[config.mk]
export PLATFORM = sky130hd
export DESIGN_NAME = jk_excitation_sequencer
export DESIGN_NICKNAME = d
export VERILOG_FILES = /design/src/rtl/jk_excitation_sequencer.sv
export SDC_FILE = /design/constraint.sdc
export NUM_CORES = 1
export LEC_CHECK = 0
export ABC_AREA = 0
export CAP_MARGIN = 30
export CORE_MARGIN = 1
export CORE_UTILIZATION = 38
export CTS_CLUSTER_SIZE = 16
export DETAILED_ROUTE_END_ITERATION = 6
export PLACE_DENSITY = 0.64
export SKIP_LAST_GASP = 1
export SYNTH_ARGS = -nofsm -noshare
export SYNTH_HDL_FRONTEND = slang
export SYNTH_SLANG_ARGS = --single-unit
[constraint.sdc]
create_clock -name clk -period 1.55 [get_ports clk]
set_input_delay 0.31 -clock clk [delete_from_list [all_inputs] [get_ports clk]]
set_output_delay 0.31 -clock clk [all_outputs]
set_load 0.05 [all_outputs]
[src/rtl/jk_excitation_sequencer.sv]
// ---------------------------------------------------------------------------
// jk_excitation_sequencer
//
// Purpose:
//   Steps a WIDTH-bit bank of JK cells through a programmed table of target
//   states. Each step it derives the J/K excitation that moves the bank from
//   its current state q to table[ptr] (the inverse of the JK characteristic
//   equation), applies that excitation to the internal JK register, and
//   exports J, K and Q. All state changes happen on the falling edge of clk.
//
// Ports:
//   clk        clock; every register updates on the falling edge
//   reset_n    synchronous active-low reset, sampled on the falling edge
//   wr_en      table write strobe (accepted in IDLE/DONE only)
//   wr_addr    table write address
//   wr_data    table write data (target state)
//   wr_last    with wr_en: also mark wr_addr as the last entry
//   start      begin/restart the sequence from entry 0
//   stop       abort the sequence and return to IDLE (beats start)
//   loop       1: wrap to entry 0 after the last entry, 0: stop in DONE
//   j_out      J excitation for the current step (0 outside RUN)
//   k_out      K excitation for the current step (0 outside RUN)
//   q          current state of the JK bank (registered)
//   q_         ~q
//   busy       1 while in RUN (registered)
//   done       1 while in DONE (registered)
//   wr_err     one-cycle pulse after a write attempted in RUN
//   state_dbg  current FSM state: 0 IDLE, 1 RUN, 2 DONE
//
// Handshake: there is no valid/ready pair. A control input is acted on when
// it is high at a falling edge; per edge the priority is
// reset > stop > start > step, and a table write lands on the same edge as
// any start so the first step after that start sees the new contents.
// ---------------------------------------------------------------------------
module jk_excitation_sequencer #(
  parameter int WIDTH  = 4,
  parameter int DEPTH  = 8,
  parameter int ADDR_W = 3
) (
  input  logic              clk,
  input  logic              reset_n,
  input  logic              wr_en,
  input  logic [ADDR_W-1:0] wr_addr,
  input  logic [WIDTH-1:0]  wr_data,
  input  logic              wr_last,
  input  logic              start,
  input  logic              stop,
  input  logic              loop,
  output logic [WIDTH-1:0]  j_out,
  output logic [WIDTH-1:0]  k_out,
  output logic [WIDTH-1:0]  q,
  output logic [WIDTH-1:0]  q_,
  output logic              busy,
  output logic              done,
  output logic              wr_err,
  output logic [1:0]        state_dbg
);

  typedef enum logic [1:0] {
    S_IDLE = 2'd0,
    S_RUN  = 2'd1,
    S_DONE = 2'd2
  } state_t;

  state_t            state;
  state_t            next_state;

  logic [WIDTH-1:0]  tbl [DEPTH];
  logic [ADDR_W-1:0] ptr;
  logic [ADDR_W-1:0] last_idx;
  logic [WIDTH-1:0]  target;
  logic              at_last;
  logic              step_en;
  logic              wr_ok;
  logic              restart;

  assign target    = tbl[ptr];
  assign at_last   = (ptr == last_idx);
  assign state_dbg = state;
  assign q_        = ~q;

  // A step is taken only in RUN on an edge with neither stop nor start;
  // both of those pre-empt the step for that edge.
  assign step_en = (state == S_RUN) && !stop && !start;
  assign restart = start && !stop;
  assign wr_ok   = wr_en && (state != S_RUN);

  // -------------------------------------------------------------------------
  // State register
  // -------------------------------------------------------------------------
  always_ff @(negedge clk) begin
    if (!reset_n) begin
      state <= S_IDLE;
    end else begin
      state <= next_state;
    end
  end

  // -------------------------------------------------------------------------
  // Next-state logic
  // -------------------------------------------------------------------------
  always_comb begin
    next_state = state;
    case (state)
      S_IDLE: begin
        if (stop)       next_state = S_IDLE;
        else if (start) next_state = S_RUN;
      end
      S_RUN: begin
        if (stop)                 next_state = S_IDLE;
        else if (start)           next_state = S_RUN;
        else if (at_last && !loop) next_state = S_DONE;
      end
      S_DONE: begin
        if (stop)       next_state = S_IDLE;
        else if (start) next_state = S_RUN;
      end
      default: next_state = S_IDLE;
    endcase
  end

  // -------------------------------------------------------------------------
  // Output logic: JK excitation. Bits that already match the target get
  // J=K=0 (the don't-care resolved to hold), so the bank only moves in RUN.
  // -------------------------------------------------------------------------
  always_comb begin
    j_out = '0;
    k_out = '0;
    if (state == S_RUN) begin
      j_out = ~q & target;
      k_out = q & ~target;
    end
  end

  // -------------------------------------------------------------------------
  // Datapath: JK bank, sequence pointer, table, registered flags
  // -------------------------------------------------------------------------
  always_ff @(negedge clk) begin
    if (!reset_n) begin
      q        <= '0;
      ptr      <= '0;
      last_idx <= ADDR_W'(DEPTH - 1);
      busy     <= 1'b0;
      done     <= 1'b0;
      wr_err   <= 1'b0;
      for (int i = 0; i < DEPTH; i++) begin
        tbl[i] <= '0;
      end
    end else begin
      busy   <= (next_state == S_RUN);
      done   <= (next_state == S_DONE);
      wr_err <= wr_en && (state == S_RUN);

      if (wr_ok) begin
        tbl[wr_addr] <= wr_data;
        if (wr_last) begin
          last_idx <= wr_addr;
        end
      end

      // JK characteristic equation applied to the excitation computed above.
      if (step_en) begin
        q <= (q & ~k_out) | (~q & j_out);
      end

      if (restart) begin
        ptr <= '0;
      end else if (step_en) begin
        if (at_last) begin
          if (loop) ptr <= '0;
        end else begin
          ptr <= ptr + ADDR_W'(1);
        end
      end
    end
  end

endmodule

==> flow_metrics.tcl, run 1 <==
set metrics [dict create \
    cts_max_level 2 \
    cp_top_family "flip-flops" \
    first_pass_iters 5 \
    seq_area_um2 1360 \
    p_sw_share_pct 35.0 \
    hold_viol 0 \
    leakage_nw 1.78 \
    die_h_um 79.1 \
    violations "setup timing" \
    routed-via-count 2222 \
    fillers 354 \
    crit_path_end_kind "output pin" \
    drt_iter0_drc 181 \
    drv_cap 0 \
    status "finished, violations left" \
    grt_usage_pct 23.9 \
    multiInputGateArea_um2 1360 \
    start_kind "flop" \
    setup_viol 96 \
    cts_made_buffers 5 \
    synthToLayoutAreaGrowth_pct 90.0 \
    grt_pass1_wl_um 11000 \
    rows 27 \
    reg2regPathDepth 7 \
    fin_ws_ns -1.37 \
    grt_max_degree 18 \
    synth_top_cells_by_area "edfxtp_1 43%, dfxtp_1 16%, mux2i_1 8.4%" \
    cp_max_fo 7 \
    holdPathStages 2 \
    clk_path_buf_depth 2 \
    syn-mean-instance-area_um2 10.7 \
    route.detailed.drc 0 \
    cp_cell_sequence "buf_12, mux2i_1, a22oi_2, nand3_2, and3_4, buf_12" \
    max_slew.worst_pin.slew_ns 0.345 \
    synthArstFlopShare_pct 0 \
    clk-insertion-delay-late_ns 0.40 \
    use_met2_pct 39.1 \
    finalMaxSlewViolations 0 \
    rsz0062_at_grt "yes" \
    synth_edf_count 32 \
    required_ns 1.24 \
    synth_top_area_share_pct 42.5 \
    io_buffers 34 \
    p_per_area_nw_per_um2 778 \
    grt_use_met3_pct 7.47 \
    syn_area_um2 2260 \
    crit_top_cell "buf_12" \
    via_per_inst 5.22 \
    tns_ns -26.64 \
    routed_wl_um 7540 \
    fin_skew_ns 0.0325 \
    diodes 0 \
    ir_drop_uv 584 \
    synth_cell_types 31 \
    cts_tree "done" \
    worstHoldPathType "flop to flop" \
    overflow 0 \
    drive_above_1_share_pct 55.1 \
    synth_ff_type "edfxtp_1" \
    critPathKind "flop to output pin" \
    combinationalPowerShare_pct 13.5 \
    cts_root_buffer "clkbuf_8" \
    layoutNonFillerInstCount 426 \
    cp_num_buf_inv 2 \
    crit_cells 6 \
    met1_usage_pct 28.4 \
    place_inst 354 \
    ant_nets 0 \
    initial_utilization_pct 40.3 \
    synth_top_area_cell "edfxtp_1" \
    seqPwrFrac_pct 44.0 \
    maxSlewHeadroom_pct 76.3 \
    intPower_mw 2.17 \
    grt_pass1_vias 2289 \
    wl_per_cell_um 17.7 \
    hpwlAfterDp_um 4430 \
    die_x_um 79.1 \
    gp_congestion 0.818 \
    fp.dieArea_um2 6260 \
    antenna_found_initial 0 \
    p_sw_mw 1.17 \
    slowest_delay_ns 0.39 \
    nNetsFinal 368 \
    clockPowerShare_pct 42.5 \
    yosys_warnings 0 \
    grt_busiest_layer "met2" \
    synth_seq_cells 50 \
    cts.sinks 50 \
    utilization_pct 76.6 \
    syn_nets 227 \
    cts.clk_slew.worst_paths_ns 0.03 \
    syn_inst 212 \
    crit_arrival_ns 2.61 \
    ioPinCount 35 \
    synth_seq_area_share_pct 58.4 \
    slowest_stage "dfxtp_4" \
    core_um2 5610 \
]
==> layout make-up <==
type	instances	area share (%)
clock buffer	5	1.60
sequential	50	31.5
clock inverter	53	5.04
tap	72	2.10
multi-input combinational	145	31.7
timing repair buffer	94	26.8
inverter	7	1.25
==> logic make-up after synthesis <==
logic type | count (synthesis) | synth area share (%)
adder cells (fa/ha/maj) | 1 | 0.553
AND/OR/NAND/NOR | 96 | 20.8
buffers and inverters | 17 | 3.21
flip-flops | 50 | 58.4
XOR/XNOR | 3 | 1.16
multiplexers | 19 | 8.41
AO/OA/AOI/OAI | 26 | 7.47
==> Yosys cell counts, types with 2 or more instances <==
cell type and count:
nor3_1 6, and3_1 8, nor2_1 36, buf_4 2
nand3_1 14, a22oi_1 5, edfxtp_1 32, or2_2 2
xor2_1 3, nor2b_1 6, nand2_1 12, o21ai_0 13
nand4_1 3, nand2b_1 6, inv_1 8, mux2i_1 19
buf_1 3, clkbuf_1 3, dfxtp_1 18, a221oi_1 2
==> tightest hold or removal path: stages, from the launching register on <==
cell and delay (ns):
dfxtp_4 0.36, nand2_1 0.07, o21ai_1 0.05
==> worst paths after layout <==
check,from,endpoint,slack [ns]
worst min-delay path,flop,flop,0.51
worst max register to register,state_dbg[1],flop,-0.23
worst min register to register,flop,flop,0.51
worst max-delay path,flop,k_out[0],-1.37
==> cell usage in the layout, fill, tap and decap left out, drive strengths merged <==
cell | synthesis | final
buf | 6 | 89
and3 | 8 | 8
clkbuf | 3 | 5
mux2i | 19 | 19
nor2 | 36 | 36
nand2b | 6 | 6
edfxtp | 32 | 32
o41ai | 1 | 1
a32o | 1 | 1
nand2 | 12 | 12
xor2 | 3 | 3
o21ai | 14 | 14
clkinv | 0 | 1
ha | 1 | 1
nor2b | 6 | 6
nand3 | 14 | 14
a22oi | 5 | 5
dlygate4sd2 | 0 | 4
clkdlybuf4s15 | 0 | 1
o31a | 1 | 1
nor4b | 1 | 1
a21o | 1 | 1
inv | 8 | 55
or2 | 2 | 2
nand4 | 3 | 3
clkinvlp | 0 | 4
dfxtp | 18 | 18
or3 | 2 | 2
nor3 | 6 | 6
a221oi | 2 | 2
a32oi | 1 | 1
==> layer usage <==
layer	vias up	routed length, um
li1	1040	-
met1	1066	3050
met2	96	3880
met3	20	433
met4	0	182
met5	-	0
==> power groups by stage <==
stage                     Clock [mW]  Sequential, mW  Combinational (mW)
after floorplan                0.197            1.50               0.181
after global placement         0.197            1.49               0.361
after detailed placement       0.197            1.49               0.365
after CTS                       1.38            1.47               0.417
after global routing            1.57            1.47               0.474
final                           1.42            1.47               0.452
==> stage by stage <==
step | total power, mW | hold WS (ns) | area (um2) | setup slack, ns
floorplan | 1.88 | 0.462 | 2650 | -0.968
global placement | 2.05 | 0.478 | 3580 | -1.02
detailed placement | 2.05 | 0.486 | 3580 | -1.07
CTS | 3.27 | 0.493 | 4150 | -1.34
global route | 3.51 | 0.528 | 4300 | -1.44
finish | 3.34 | 0.513 | 4300 | -1.37
==> what timing repair did <==
item / in CTS / in global routing
cloned: 1 / 0
buffers inserted: 11 / 7
endpoints found under the setup margin: 103 / 98
hold buffers: 0 / 0
resized for setup: 88 / 46
pin swaps: 46 / 12
(Power assumes the default switching activity.)
==> run 2: changes to the inputs <==
CTS_BUF_LIST = sky130_fd_sc_hd__clkbuf_4 sky130_fd_sc_hd__clkbuf_8   (was unset)
==> results of run 2 <==
Final layout, timing and power as in run 1 (identical DEF).
